===== src/rtl/pipeline_ctrl_pkg.sv =====
`default_nettype none
// ============================================================================
// Module      : pipeline_ctrl_pkg
// Description : Shared FSM state encodings and sizing helper for the
//               five-stage core pipeline controller.
// Revision    : 1.0 - initial release
// ============================================================================
package pipeline_ctrl_pkg;

    typedef enum logic [1:0] {
        S_RUN      = 2'b00,
        S_MEM_WAIT = 2'b01,
        S_ERROR    = 2'b10
    } pipe_state_t;

    // Width of a counter that must hold 0..timeout_cycles without wrapping.
    function automatic int wait_cnt_width(input int timeout_cycles);
        return (timeout_cycles < 1) ? 1 : $clog2(timeout_cycles + 1);
    endfunction

endpackage
`default_nettype wire


===== src/rtl/pipeline_ctrl_wdog.sv =====
`default_nettype none
// ============================================================================
// Module      : pipeline_ctrl_wdog
// Description : Data-memory watchdog. Counts consecutive busy cycles and
//               flags the busy cycle on which the limit has been reached.
// Revision    : 1.0 - initial release
// ============================================================================
module pipeline_ctrl_wdog
    import pipeline_ctrl_pkg::*;
#(
    parameter int TIMEOUT_CYCLES = 255
) (
    input  logic clk_i,
    input  logic rst_i,
    input  logic busy_i,
    output logic timeout_o
);

    localparam int                c_cnt_w = wait_cnt_width(TIMEOUT_CYCLES);
    localparam logic [c_cnt_w-1:0] c_limit = c_cnt_w'(TIMEOUT_CYCLES);

    logic [c_cnt_w-1:0] r_wait_cnt;

    // Counter holds at the limit so it can never wrap back to a safe value.
    always_ff @(posedge clk_i or posedge rst_i) begin
        if (rst_i) begin
            r_wait_cnt <= '0;
        end else if (!busy_i) begin
            r_wait_cnt <= '0;
        end else if (r_wait_cnt != c_limit) begin
            r_wait_cnt <= r_wait_cnt + c_cnt_w'(1);
        end
    end

    assign timeout_o = busy_i & (r_wait_cnt == c_limit);

endmodule
`default_nettype wire


===== src/rtl/pipeline_ctrl.sv =====
`default_nettype none
// ============================================================================
// Module      : pipeline_ctrl
// Description : Turns hazard requests into pipeline register enables and
//               bubble/flush strobes; tracks data-memory waits with a
//               watchdog. Optional performance counters: PIPE_PERF_CNT_EN.
// Revision    : 1.0 - initial release
// ============================================================================
module pipeline_ctrl
    import pipeline_ctrl_pkg::*;
#(
    parameter int TIMEOUT_CYCLES = 255,
    parameter int CNT_W          = 32
) (
    input  logic             clk_i,
    input  logic             rst_i,
    input  logic             stall_i,
    input  logic             branch_taken_i,
    input  logic             dmem_req_i,
    input  logic             dmem_ack_i,
    output logic             pc_en_o,
    output logic             if_id_en_o,
    output logic             id_ex_en_o,
    output logic             ex_mem_en_o,
    output logic             if_id_flush_o,
    output logic             id_ex_flush_o,
    output logic             mem_wb_flush_o,
    output logic             mem_timeout_o,
    output logic [CNT_W-1:0] load_use_cnt_o,
    output logic [CNT_W-1:0] flush_cnt_o,
    output logic [CNT_W-1:0] mem_wait_cnt_o
);

    pipe_state_t r_state;
    logic        r_mem_timeout;

    logic w_mem_busy;
    logic w_frozen;
    logic w_busy_row;
    logic w_branch_row;
    logic w_stall_row;
    logic w_run_row;
    logic w_wdog_busy;
    logic w_wdog_expire;

    assign w_mem_busy = dmem_req_i & ~dmem_ack_i;
    assign w_frozen   = rst_i | (r_state == S_ERROR);

    // Mutually exclusive priority rows; exactly one is high each cycle
    // unless the pipeline is frozen.
    assign w_busy_row   = ~w_frozen & w_mem_busy;
    assign w_branch_row = ~w_frozen & ~w_mem_busy & branch_taken_i;
    assign w_stall_row  = ~w_frozen & ~w_mem_busy & ~branch_taken_i & stall_i;
    assign w_run_row    = ~w_frozen & ~w_mem_busy & ~branch_taken_i & ~stall_i;

    assign pc_en_o        = w_branch_row | w_run_row;
    assign if_id_en_o     = w_branch_row | w_run_row;
    assign id_ex_en_o     = w_branch_row | w_stall_row | w_run_row;
    assign ex_mem_en_o    = w_branch_row | w_stall_row | w_run_row;
    assign if_id_flush_o  = w_branch_row;
    assign id_ex_flush_o  = w_branch_row | w_stall_row;
    assign mem_wb_flush_o = w_busy_row;

    assign w_wdog_busy = w_mem_busy & (r_state != S_ERROR);

    pipeline_ctrl_wdog #(
        .TIMEOUT_CYCLES (TIMEOUT_CYCLES)
    ) u_wdog (
        .clk_i     (clk_i),
        .rst_i     (rst_i),
        .busy_i    (w_wdog_busy),
        .timeout_o (w_wdog_expire)
    );

    always_ff @(posedge clk_i or posedge rst_i) begin
        if (rst_i) begin
            r_state       <= S_RUN;
            r_mem_timeout <= 1'b0;
        end else begin
            case (r_state)
                S_RUN: begin
                    if (w_mem_busy) begin
                        r_state <= S_MEM_WAIT;
                    end
                end
                S_MEM_WAIT: begin
                    // Ack or a dropped request both end the wait; a drop is
                    // an aborted access, not a fault.
                    if (dmem_ack_i || !dmem_req_i) begin
                        r_state <= S_RUN;
                    end else if (w_wdog_expire) begin
                        r_state       <= S_ERROR;
                        r_mem_timeout <= 1'b1;
                    end
                end
                S_ERROR: begin
                    r_state <= S_ERROR;
                end
                default: begin
                    r_state <= S_RUN;
                end
            endcase
        end
    end

    assign mem_timeout_o = r_mem_timeout;

`ifdef PIPE_PERF_CNT_EN
    logic [CNT_W-1:0] r_load_use_cnt;
    logic [CNT_W-1:0] r_flush_cnt;
    logic [CNT_W-1:0] r_mem_wait_cnt;

    always_ff @(posedge clk_i or posedge rst_i) begin
        if (rst_i) begin
            r_load_use_cnt <= '0;
            r_flush_cnt    <= '0;
            r_mem_wait_cnt <= '0;
        end else begin
            if (w_stall_row && (r_load_use_cnt != '1)) begin
                r_load_use_cnt <= r_load_use_cnt + CNT_W'(1);
            end
            if (w_branch_row && (r_flush_cnt != '1)) begin
                r_flush_cnt <= r_flush_cnt + CNT_W'(1);
            end
            if (w_wdog_busy && (r_mem_wait_cnt != '1)) begin
                r_mem_wait_cnt <= r_mem_wait_cnt + CNT_W'(1);
            end
        end
    end

    assign load_use_cnt_o = r_load_use_cnt;
    assign flush_cnt_o    = r_flush_cnt;
    assign mem_wait_cnt_o = r_mem_wait_cnt;
`else
    assign load_use_cnt_o = '0;
    assign flush_cnt_o    = '0;
    assign mem_wait_cnt_o = '0;
`endif

endmodule
`default_nettype wire


===== config.mk =====
export PLATFORM = sky130hd
export DESIGN_NAME = pipeline_ctrl
export DESIGN_NICKNAME = d
export VERILOG_FILES = /design/src/rtl/pipeline_ctrl_pkg.sv /design/src/rtl/pipeline_ctrl_wdog.sv /design/src/rtl/pipeline_ctrl.sv
export SDC_FILE = /design/constraint.sdc
export NUM_CORES = 1
export LEC_CHECK = 0
export ABC_AREA = 1
export ABC_CLOCK_PERIOD_IN_PS = 1700
export BUFFER_PORTS_ARGS = -buffer_cell sky130_fd_sc_hd__buf_4
export CAP_MARGIN = 20
export CORE_MARGIN = 4
export CORE_UTILIZATION = 35
export CTS_CLUSTER_DIAMETER = 150
export CTS_CLUSTER_SIZE = 16
export DETAILED_ROUTE_END_ITERATION = 7
export PLACE_DENSITY = 0.72
export RECOVER_POWER = 100
export SYNTH_ARGS = -nofsm -noshare
export SYNTH_HDL_FRONTEND = slang
export SYNTH_HIERARCHICAL = 1
export SYNTH_SLANG_ARGS = --single-unit

===== constraint.sdc =====
create_clock -name clk_i -period 1.7 [get_ports clk_i]
set_input_delay 0.17 -clock clk_i [delete_from_list [all_inputs] [get_ports clk_i]]
set_output_delay 0.17 -clock clk_i [all_outputs]
set_load 0.005 [all_outputs]

* Word-level counts from Yosys, hierarchy flattened
Cells that the tools add are included.
Cells by class: div/mod/pow operators 0, $add $sub $neg 1, multiply operators 0, equal/unequal tests 8, shift operators 0, bitwise gates (word level) 19, reductions and logical operators 5, mux-type cells 6, $lt $le $gt $ge 0
Operators with widths (count):
- $mux W8 | 2
- $and A1 B1 Y1 | 9
- $add A8 B1 Y8 const B | 1
- $eq A8 B8 Y1 const B | 1
- $ne A8 B8 Y1 const B | 1
- $mux W2 | 3
- $ne A2 B2 Y1 const B | 3
- $not A1 Y1 | 6
- $pmux W2 S3 | 1
- $or A1 B1 Y1 | 4
- $ne A3 B2 Y1 const B | 1
- $reduce_and A3 Y1 | 1
- $eq A2 B1 Y1 const B | 1
- $eq A2 B2 Y1 const B | 1
- $logic_not A2 Y1 | 1
- $reduce_and A2 Y1 | 1
- $logic_not A1 Y1 | 1
- $logic_or A1 B1 Y1 | 1
Storage, ports and cells: word-level logic and storage cells 42, ROM bits 0, RAM bits 0, input port bits 6, bits in latches 0, memories 0, register bits after elaboration 11, output and inout bits 104

* Longest topological paths before layout
Gate-level depths: netlist of run 1.
depth after elaboration 8, mapped depth 10

* Modules after synthesis
Netlist of run 1, hierarchy kept.
By module, submodules not included:
- pipeline_ctrl | times used 1, area each 938.4 um2, seq. area each 75.1 um2, cells an instance 129
- pipeline_ctrl_wdog | times used 1, area each 474.2 um2, seq. area each 200.2 um2, cells an instance 60

* Least setup slack after synthesis of run 1
OpenSTA, ideal clock, no wires.
kind reg2reg, start point reg u_wdog.r_wait_cnt[0], end point reg r_state[1], library setup time 65 ps, buffers on the path 0, path slack 369 ps, stages on the path, launching flop included 10, arrival time 1265 ps, data required time 1635 ps, cell sequence dfrtp_1 > ha_1 > nand3_2 > nor2_4 > nand3_4 > inv_1 > nand2_1 > clkinv_1 > nand3_1 > nand2_1
On the way: word-level cells in the longest chain between the ends 4
Ends and longest elaborated chain:
- start: declaration | RTL line pipeline_ctrl_wdog.sv:22 | logic [c_cnt_w-1:0] r_wait_cnt;
- start signal: assignment | RTL line pipeline_ctrl_wdog.sv:31 | r_wait_cnt <= r_wait_cnt + c_cnt_w'(1);
- $eq A8 B8 Y1 | RTL line pipeline_ctrl_wdog.sv:35 | assign timeout_o = busy_i & (r_wait_cnt == c_limit);
- $and A1 B1 Y1 | RTL line pipeline_ctrl_wdog.sv:35
- named net w_wdog_expire | RTL line pipeline_ctrl.sv:44 | logic w_wdog_expire;
- $ne A3 B2 Y1 (no line)
- $reduce_and A2 Y1 (no line)
- end signal: assignment | RTL line pipeline_ctrl.sv:77 | r_state <= S_RUN;
- end signal: assignment | RTL line pipeline_ctrl.sv:83 | r_state <= S_MEM_WAIT;
- end signal: assignment | RTL line pipeline_ctrl.sv:90 | r_state <= S_RUN;
- end: declaration | RTL line pipeline_ctrl.sv:34 | pipe_state_t r_state;
The timed path passes the listed nets, and every way through them passes these cells. A chain may end at the register's enable or synchronous reset.

* Final worst setup path of run 1
start point in rst_i, end point out pc_en_o
On the way: word-level cells in the longest chain between the ends 6, elaborated cells between the ends (all ways) 7
Ends and longest elaborated chain:
- start: declaration | RTL line pipeline_ctrl.sv:16 | input logic rst_i,
- $or A1 B1 Y1 * | RTL line pipeline_ctrl.sv:47 | assign w_frozen = rst_i | (r_state == S_ERROR);
- $not A1 Y1 * | RTL line pipeline_ctrl.sv:52, pipeline_ctrl.sv:54
- $and A1 B1 Y1 * | RTL line pipeline_ctrl.sv:52, pipeline_ctrl.sv:54
- $and A1 B1 Y1 (2 in a row) | RTL line pipeline_ctrl.sv:54 | assign w_run_row = ~w_frozen & ~w_mem_busy & ~branch_taken_i & ~stall_i;
- $or A1 B1 Y1 * | RTL line pipeline_ctrl.sv:56 | assign pc_en_o = w_branch_row | w_run_row;
- end: declaration | RTL line pipeline_ctrl.sv:21 | output logic pc_en_o,
Mark *: on every way between the ends. The rest lies on a longest branch, timed or not.

==> results of run 1 <==
[layout make-up]
type	instances	area, um2	share of cell area, %
Clock buffer	4	45.0	3.63
Inverter	16	60.1	4.83
Multi-Input combinational cell	158	691	55.6
Sequential cell	11	275	22.2
Tap cell	48	60.1	4.83
Timing Repair Buffer	15	111	8.96
[per-layer routing]
layer | vias to the layer above | routed length (um) | global-route usage, %
met3 | 3 | 321 | 1.96
met2 | 65 | 994 | 11.1
li1 | 411 | - | -
met4 | 0 | 33 | 3.76
met5 | - | 0 | 0
met1 | 371 | 593 | 7.38
[cells in the final DEF, fill, tap and decap left out]
cell	n
dlygate4sd3_1	1
nand2_1	24
inv_1	15
clkbuf_8	3
clkbuf_1	2
nand3_2	2
clkinv_1	1
or2_1	1
o21bai_1	2
a21oi_1	2
nor3_1	1
or2_2	1
nand3_4	2
nand4_1	3
nand2_2	2
buf_4	6
nor2_1	11
dfrtp_1	11
nor2_4	1
conb_1	96
nand3_1	8
clkbuf_4	7
ha_1	1
nor2_2	1
[power by group through the flow]
stage | combinational, W | clock (W) | sequential, W
after global routing | 0.000137 | 0.000281 | 0.000269
after detailed placement | 0.000112 | 0 | 0.000273
after global placement | 0.000111 | 0 | 0.000273
final | 0.000117 | 0.000260 | 0.000269
after floorplan | 0.000243 | 0 | 0.000273
after CTS | 0.000114 | 0.000275 | 0.000269
[registers in the layout (all words and copies together), names as in the netlist]
register and flops:
u_wdog/r_wait_cnt 8, r_state 2, mem_timeout_o 1
[cells by family (layout without fill, tap and decap cells)]
group | count (synthesis) | in the layout
buffers and inverters | 115 | 35
and+or+nand+nor | 57 | 57
DFF | 11 | 11
AOI/OAI and AO/OA | 4 | 4
adders and majority gates | 1 | 1
other | 1 | 96
[Yosys cell counts (2+ instances only)]
library cell | instances | area (um2)
a21oi_1 | 2 | 10.0
buf_4 | 98 | 736
dfrtp_1 | 11 | 275
inv_1 | 14 | 52.6
nand2_1 | 23 | 86.3
nand2_2 | 3 | 18.8
nand3_1 | 8 | 40.0
nand3_2 | 2 | 20.0
nand3_4 | 2 | 35.0
nand4_1 | 3 | 18.8
nor2_1 | 11 | 41.3
o21bai_1 | 2 | 15.0
[how the worst max path moves through the flow]
stage | depth (start not counted) | startpoint | to
2_1_floorplan | 9 | u_wdog/r_wait_cnt[0] | r_state[1]
3_3_place_gp | 9 | u_wdog/r_wait_cnt[0] | r_state[1]
3_5_place_dp | 9 | u_wdog/r_wait_cnt[0] | mem_timeout_o
4_1_cts | 9 | u_wdog/r_wait_cnt[0] | r_state[1]
5_1_grt | 6 | rst_i | pc_en_o
6_report | 6 | rst_i | pc_en_o
[through the flow]
| stage | std cells | hold WS (ns) | area [um2] | power (W) | utilization [%] |
|---|---|---|---|---|---|
| after floorplan | 284 | -0.0707 | 1770 | 0.000516 | - |
| after global placement | 247 | 0.0665 | 1190 | 0.000384 | 31.7 |
| after detailed placement | 247 | 0.0680 | 1190 | 0.000385 | 31.7 |
| after CTS | 252 | 0.201 | 1250 | 0.000657 | 33.1 |
| after global routing | 252 | 0.233 | 1240 | 0.000688 | 32.9 |
| final | 252 | 0.213 | 1240 | 0.000646 | 32.9 |
[worst max-delay path: stages]
cell and delay [ns]:
dlygate4sd3_1 0.53, clkbuf_4 0.13, inv_1 0.18, nand3_4 0.11, nor2_1 0.13, clkbuf_4 0.15
==> out/qor.csv, run 1 <==
stage;metric;value;unit
pwr;sequential share of power;41.7;%
final_layout;layout cells sized above 1;12.3;%
cts;clock tree sinks;11;
die;die area;5120;um2
grt;vias in the first global route;619;
pwr;P_leak;0.762;nW
pwr;switch share;28.6;%
detailed_routing;total number of vias;850;
final_layout;Nets;212;
cts;Num CTS Buffers;3;
final_layout;area delta synth->final;-12.0;%
timing;Setup-failing EPs final;0;
setup_path;startpoint class of the critical path;input port;
final_layout;diode count;0;
timing;worst-case clock skew;0.00318;ns
detailed_routing;routed len/inst;7.71;um
setup_path;Worst Setup End Kind;output pin;
timing;fin crit period;1.57;ns
logic_synthesis;synth unique cells;22;
cts;CTS clk-pin slew, worst paths;0.05;ns
logic_synthesis;post-synthesis compound-gate area fraction;1.77;%
grt;first-pass GRT wire length;2700;um
timing;setup tns final;0;ns
setup_path;Worst R2R Start;u_wdog/r_wait_cnt[0];
logic_synthesis;Syn Std Cell Area;1410;um2
logic_synthesis;number of synthesized register bits;11;
logic_synthesis;Post-synth EDFFs;0;
placed_design;IO buf count;13;
cts;hold-fix buffers at CTS;1;
timing;post-layout worst setup margin;0.133;ns
setup_path;crit path max fanout;5;
pwr;pwr dens;520;nW/um2
timing;RSZ-0062 raised after global routing;false;
logic_synthesis;asr flop ratio synth;100;%
logic_synthesis;yosys warns;6;
logic_synthesis;main combinational cell family by area after synthesis;buffers and inverters;
grt;largest net degree at the start of global routing;11;
pwr;VDD IR-drop max;322;uV
detailed_routing;TritonRoute pass-1 iters;4;
min_path;Hold Path Cell Cnt;4;
die;Die Width;71.5;um
logic_synthesis;Synth Flop Type;dfrtp_1;
logic_synthesis;mux contribution to synthesized area;0;%
logic_synthesis;simple-gate portion of the synthesized area;20.9;%
detailed_routing;total wire length;1940;um
grt;initial antenna violation count;0;
cts;Post-CTS Setup Bufs;0;
setup_path;required time of the critical path;1.53;ns
setup_path;Worst Path Arrival;1.40;ns
detailed_routing;Detail Route Antenna Nets;0;
detailed_routing;routed vias/inst;3.37;
logic_synthesis;register area share after synthesis;19.5;%
logic_synthesis;syn_area_per_cell;7.47;um2
die;I/O pin count;110;
setup_path;Crit Path Category;in2out;
min_path;HP Start;dmem_ack_i;
min_path;Worst Hold End;mem_timeout_o;
setup_path;Reg2Reg Capture Point;r_state[1];
logic_synthesis;XOR/XNOR Fraction of Synth Area;0;%
min_path;Tightest Hold Check Type;in2reg;
cts;clock buffer depth;2;
die;FP Rows;22;
die;Initial Util;37.5;%
detailed_routing;DR DRC count;0;
pwr;Internal Power;0.000462;W
setup_path;Reg2Reg Depth;9;
cts;TritonCTS clock tree;yes;
detailed_routing;initial detailed-routing violation count;4;
timing;maximum clock frequency;0.638;GHz
cts;post-CTS sizing;0;
timing;Fin. Hold Viols;0;
die;die span in y;71.5;um
cts;clock latency on the worst-skew pair;0.24;ns
placed_design;HPWL Detailed;1720;um
pwr;P_sw;0.000184;W
pwr;clock share of power;40.2;%
placed_design;post-place setup slack;0.208;ns
grt;global-route usage over all layers;6.61;%
timing;fin crit share;92.2;%
placed_design;RePlAce Congestion;0.887;
die;core area;3770;um2
final_layout;# fillers;415;
status;status;finished, final reports clean;
logic_synthesis;Post-Synth Adder-Cell Area;0.886;%
logic_synthesis;Synth Instances;189;
pwr;logic gate share of total power;18.1;%
run;Max-cap violations;0;
grt;GRT Residual Overflow;0;
timing;final max-slew violation count;0;
setup_path;flop-to-flop setup slack;0.20;ns
cts;H-tree level count;1;
cts;root buf cell;clkbuf_8;
(Power assumes the default switching activity.)
==> inputs of run 2 (changes only) <==
Settings changed: ABC_CLOCK_PERIOD_IN_PS 1700 to 1450, RECOVER_POWER 100 to default.
Clock period 1.7 ns to 1.45 ns, I/O delays scaled along.
==> out/qor.csv, run 2 (synthesized netlist as in run 1, its figures left out) <==
stage;metric;value;unit;change
setup_path;flop-to-flop setup slack;0.10;ns;-0.10 ns
cts;clock latency on the worst-skew pair;0.24;ns;about the same
placed_design;IO buf count;13;;unchanged
timing;post-layout worst setup margin;0.0889;ns;-0.0441 ns
min_path;Tightest Hold Check Type;in2reg;;
die;I/O pin count;110;;unchanged
detailed_routing;TritonRoute pass-1 iters;4;;unchanged
timing;Fin. Hold Viols;0;;unchanged
setup_path;startpoint class of the critical path;input port;;
die;FP Rows;22;;unchanged
timing;final max-slew violation count;0;;unchanged
setup_path;required time of the critical path;1.31;ns;-0.22 ns
final_layout;# fillers;399;;-3.9%
die;Die Width;71.5;um;unchanged
die;core area;3770;um2;unchanged
cts;root buf cell;clkbuf_8;;
cts;TritonCTS clock tree;yes;;
detailed_routing;initial detailed-routing violation count;35;;+31
detailed_routing;Detail Route Antenna Nets;0;;unchanged
pwr;VDD IR-drop max;474;uV;+47%
detailed_routing;DR DRC count;0;;unchanged
detailed_routing;total wire length;2180;um;+12%
detailed_routing;total number of vias;900;;+5.9%
timing;Setup-failing EPs final;0;;unchanged
pwr;total design power;0.000775;W;+20%
placed_design;post-place setup slack;0.0146;ns;-0.193 ns
final_layout;area delta synth->final;-6.55;%;
pwr;P_leak;0.797;nW;+4.6%
die;Initial Util;37.5;%;unchanged
timing;WHS;0.186;ns;-0.0263 ns
final_layout;number of flip-flops in the largest register;8;;unchanged
cts;Num CTS Buffers;3;;unchanged
final_layout;layout cells sized above 1;17.1;%;+4.9 points
setup_path;Worst Setup End Kind;output pin;;
grt;initial antenna violation count;0;;unchanged
final_layout;highest-count cells in the layout ignoring fill and taps;conb_1, nand2_1, buf_4;;
final_layout;Nets;218;;+2.8%
placed_design;RePlAce Congestion;0.739;;-17%
placed_design;HPWL Detailed;1820;um;+6.2%
final_layout;diode count;0;;unchanged
timing;fin crit share;93.9;%;
grt;GRT Residual Overflow;0;;unchanged
timing;fin crit period;1.36;ns;
timing;maximum clock frequency;0.735;GHz;
setup_path;Worst R2R Start;u_wdog/r_wait_cnt[1];;
pwr;pwr dens;587;nW/um2;+13%
cts;clock buffer depth;2;;unchanged
final_layout;Top reg by flops;u_wdog/r_wait_cnt;;
setup_path;Reg2Reg Capture Point;mem_timeout_o;;
setup_path;Worst Path Arrival;1.22;ns;-0.18 ns
cts;clock tree sinks;11;;unchanged
setup_path;Crit Path Category;in2out;;
cts;H-tree level count;1;;unchanged
grt;first-pass GRT wire length;2880;um;+6.9%
run;Max-cap violations;0;;unchanged
setup_path;Crit. Startpoint;rst_i;;
detailed_routing;routed vias/inst;3.49;;+3.4%
grt;global-route usage over all layers;6.87;%;+0.26 points
final_layout;leading cell type in the layout, fill and taps excluded;conb_1;;
grt;largest net degree at the start of global routing;9;;-2
status;status;finished, final reports clean;;
die;die span in y;71.5;um;unchanged
die;die area;5120;um2;unchanged
setup_path;Reg2Reg Depth;9;;unchanged
grt;vias in the first global route;683;;+10%
setup_path;Worst Setup EP;if_id_en_o;;
cts;CTS clk-pin slew, worst paths;0.05;ns;about the same
timing;worst-case clock skew;0.00234;ns;-0.000843 ns
setup_path;crit path max fanout;4;;-1
detailed_routing;routed len/inst;8.44;um;+9.5%
run 2: power breakdown:
part	switching (W)	leakage, nW	internal [W]	total, W
sequential	0.00000421	0.146	0.000312	0.000316
clock	0.000122	0.0255	0.000189	0.000311
combinational	0.000105	0.625	0.0000439	0.000149
total	0.000231	0.797	0.000545	0.000775
run 2: critical path, cell delays in order:
cell and delay, ns:
dlygate4sd3_1 0.53, buf_4 0.14, inv_2 0.08, nand3_4 0.09, nor2_2 0.11, buf_4 0.12
run 2: worst min-delay path by stage:
stage                               end  slack, ns  depth (start not counted)        from
after floorplan           mem_timeout_o       -0.1                          1       rst_i
after global placement    mem_timeout_o       0.04                          2       rst_i
after detailed placement     r_state[0]       0.04                          2       rst_i
after CTS                    r_state[1]       0.18                          4  dmem_ack_i
after global routing         r_state[1]       0.22                          4  dmem_ack_i
final                        r_state[1]       0.19                          4  dmem_ack_i
run 2: metrics by stage:
| stage | setup TNS (ns) | instance area [um2] | cells | utilization, % |
|---|---|---|---|---|
| 3_3_place_gp | 0 | 1200 | 248 | 31.9 |
| 6_report | 0 | 1320 | 258 | 35.0 |
| 5_1_grt | -0.0145 | 1320 | 258 | 35.0 |
| 2_1_floorplan | 0 | 1770 | 284 | - |
| 4_1_cts | 0 | 1270 | 254 | 33.7 |
| 3_5_place_dp | 0 | 1200 | 248 | 31.9 |
run 2: layer usage:
metal  share of wire, %  track usage, %
met3                 16            1.96
met5                  0               0
met2                 52            11.8
met1                 30            7.72
met4                1.6            3.34
run 2: what timing repair did:
action	in CTS	in global routing
setup endpoints to repair	1	7
hold buffers	2	0
setup buffers	0	4
pin swaps	0	2
resized for setup	1	3
hold endpoints to repair	11	0
run 2: final cells by class:
cell class	instances	area, um2	area share (%)
tap	48	60.1	4.55
inverter	16	60.1	4.55
clock buffer	3	41.3	3.13
timing repair buffer	21	163	12.3
multi-input combinational	158	716	54.2
clock inverter	1	5.00	0.379
sequential	11	275	20.9
==> inputs of run 3 (changes only) <==
Settings changed: PLACE_DENSITY 0.72 to 0.73, SYNTH_HIERARCHICAL 1 to default.
==> out/qor.csv, run 3 <==
stage;metric;value;unit;change
grt;largest net degree at the start of global routing;12;;+3
detailed_routing;total number of vias;823;;-8.6%
logic_synthesis;largest cells by area after synthesis;buf_4, dfrtp_1, nand2_1;;
setup_path;required time of the critical path;1.31;ns;about the same
logic_synthesis;asr flop ratio synth;100;%;unchanged
final_layout;diode count;0;;unchanged
die;FP Rows;22;;unchanged
final_layout;area delta synth->final;-11.4;%;
timing;maximum clock frequency;0.733;GHz;-0.23%
detailed_routing;initial detailed-routing violation count;25;;-29%
status;status;finished, final reports clean;;
run;Max-cap violations;0;;unchanged
timing;setup tns final;0;ns;unchanged
placed_design;IO buf count;13;;unchanged
placed_design;HPWL Detailed;1700;um;-6.6%
grt;initial antenna violation count;0;;unchanged
final_layout;Top reg by flops;u_wdog.r_wait_cnt;;
timing;Setup-failing EPs final;0;;unchanged
grt;Top Usage Layer GRT;met2;;
logic_synthesis;Post-synth top cells;buf_4, nand2_1, inv_1;;
final_layout;fin util;32.5;%;-2.5 points
placed_design;RePlAce Congestion;0.787;;+6.5%
detailed_routing;DR DRC count;0;;unchanged
cts;clock latency on the worst-skew pair;0.24;ns;about the same
final_layout;# fillers;415;;+4.0%
pwr;pwr dens;587;nW/um2;about the same
setup_path;Worst Setup End Kind;output pin;;
logic_synthesis;register area share after synthesis;20.2;%;+0.73 points
cts;CTS clk-pin slew, worst paths;0.05;ns;about the same
die;die span in y;70.4;um;-1.6%
cts;clock tree sinks;11;;unchanged
final_layout;layout cells sized above 1;12.8;%;-4.4 points
final_layout;leading cell type in the layout, fill and taps excluded;conb_1;;
logic_synthesis;yosys warns;0;;-6
placed_design;post-place setup slack;0.285;ns;+0.271 ns
cts;root buf cell;clkbuf_8;;
logic_synthesis;top-area cell type share of the netlist area;54.0;%;+2.0 points
min_path;Tightest Hold Check Type;in2reg;;
final_layout;cell area after layout;1210;um2;-8.6%
grt;global-route usage over all layers;6.39;%;-0.48 points
detailed_routing;total wire length;1950;um;-10%
timing;fin crit share;94.1;%;+0.22 points
logic_synthesis;syn_area_per_cell;7.56;um2;+1.2%
setup_path;Crit Path Category;reg2out;;
logic_synthesis;Synth Flop Type;dfrtp_1;;
cts;Num CTS Buffers;3;;unchanged
grt;vias in the first global route;645;;-5.6%
die;Initial Util;36.6;%;-0.83 points
grt;GR Util met1;6.88;%;-0.85 points
timing;post-layout worst setup margin;0.0857;ns;-0.00313 ns
die;core area;3720;um2;-1.5%
cts;clock buffer depth;2;;unchanged
detailed_routing;routed len/inst;8.00;um;-5.2%
final_layout;highest-count cells in the layout ignoring fill and taps;conb_1, nand2_1, buf_4;;
pwr;P_leak;0.732;nW;-8.2%
setup_path;crit path max fanout;4;;unchanged
grt;M3 GR Usage;1.29;%;-0.67 points
logic_synthesis;number of synthesized register bits;11;;unchanged
timing;final max-slew violation count;0;;unchanged
logic_synthesis;synth unique cells;21;;-4.5%
final_layout;number of flip-flops in the largest register;8;;unchanged
placed_design;Placed Area;1150;um2;-4.5%
timing;worst-case clock skew;0.00330;ns;+0.000965 ns
die;die area;4950;um2;-3.2%
logic_synthesis;cell with the most instances after synthesis;buf_4;;
min_path;Hold Path Cell Cnt;3;;-1
die;Die Width;70.4;um;-1.6%
setup_path;startpoint class of the critical path;flop;;
detailed_routing;Detail Route Antenna Nets;0;;unchanged
timing;Fin. Hold Viols;0;;unchanged
timing;fin crit period;1.36;ns;+0.00313 ns
grt;first-pass GRT wire length;2640;um;-8.4%
grt;GRT Residual Overflow;0;;unchanged
logic_synthesis;Synth area leader;buf_4;;
timing;RSZ-0062 raised after global routing;false;;
pwr;VDD IR-drop max;356;uV;-25%
detailed_routing;TritonRoute pass-1 iters;4;;unchanged
setup_path;Reg2Reg Depth;6;;-3
grt;met2 GRT Util;12.0;%;+0.12 points
logic_synthesis;Post-synth EDFFs;0;;unchanged
logic_synthesis;Syn Std Cell Area;1360;um2;-3.6%
die;I/O pin count;110;;unchanged
cts;TritonCTS clock tree;yes;;
setup_path;Worst Path Arrival;1.22;ns;about the same
detailed_routing;routed vias/inst;3.37;;-3.3%
final_layout;Nets;204;;-6.4%
cts;H-tree level count;1;;unchanged
logic_synthesis;Synth Instances;180;;-4.8%
## run 3: per-stage QoR
stage / total power, W / hold slack [ns] / std cells
finish: 0.000708 / 0.223 / 244
floorplan: 0.000563 / 0.00575 / 275
global route: 0.000747 / 0.239 / 244
CTS: 0.000704 / 0.228 / 244
detailed placement: 0.000392 / 0.181 / 239
global placement: 0.000392 / 0.179 / 239
## run 3: worst paths after layout
path / from / endpoint / slack, ns
max: r_state[0] / pc_en_o / 0.09
min: dmem_req_i / u_wdog.r_wait_cnt[3] / 0.22
max reg2reg: u_wdog.r_wait_cnt[1] / u_wdog.r_wait_cnt[6] / 0.28
min reg2reg: mem_timeout_o / mem_timeout_o / 0.46
max in group asynchronous: rst_i / u_wdog.r_wait_cnt[5] / 0.84
min in group asynchronous: rst_i / r_state[1] / 0.46
## run 3: critical path, stage by stage (launching register included)
cell and delay [ns]:
dfrtp_1 0.34, inv_1 0.06, nand2_2 0.09, nand3_1 0.17
a21oi_2 0.18, buf_4 0.13
## run 3: what timing repair did
item / in CTS / in global routing
setup buffers: 0 / 0
endpoints found under the hold margin: 11 / 0
resized for setup: 0 / 1
hold buffers: 1 / 0
endpoints found under the setup margin: 0 / 2
## run 3: kinds of logic (layout without fill, tap and decap cells)
logic type	after synthesis	after routing	synth area share [%]
buf+inv	111	32	57.6
compound gates	7	7	2.76
xor+xnor	1	1	0.643
other cells	1	96	0.275
fa+ha+maj	1	1	0.919
simple gates	48	48	17.6
flops	11	11	20.2
## run 3: final cells by class
class                      instances  area [um2]  share of cell area (%)
clock buffer                       4        45.0                    3.73
inverter                          13        48.8                    4.05
multi-input combinational        153         662                    54.9
sequential                        11         275                    22.8
tap                               48        60.1                    4.98
timing repair buffer              15         115                    9.54
## run 3: power breakdown
| part | total [W] | leakage (nW) | internal, W | switching (W) |
|---|---|---|---|---|
| Sequential | 0.000308 | 0.143 | 0.000308 | 0 |
| Clock | 0.000311 | 0.0228 | 0.000193 | 0.000117 |
| Combinational | 0.0000900 | 0.566 | 0.0000135 | 0.0000765 |
## run 3: routing by layer
| layer | wire length [um] | vias to the layer above | part of all wire (%) |
|---|---|---|---|
| li1 | - | 390 | - |
| met1 | 586 | 361 | 30 |
| met2 | 1040 | 69 | 53 |
| met3 | 296 | 3 | 15 |
| met4 | 27 | 0 | 1.4 |
| met5 | 0 | - | 0 |
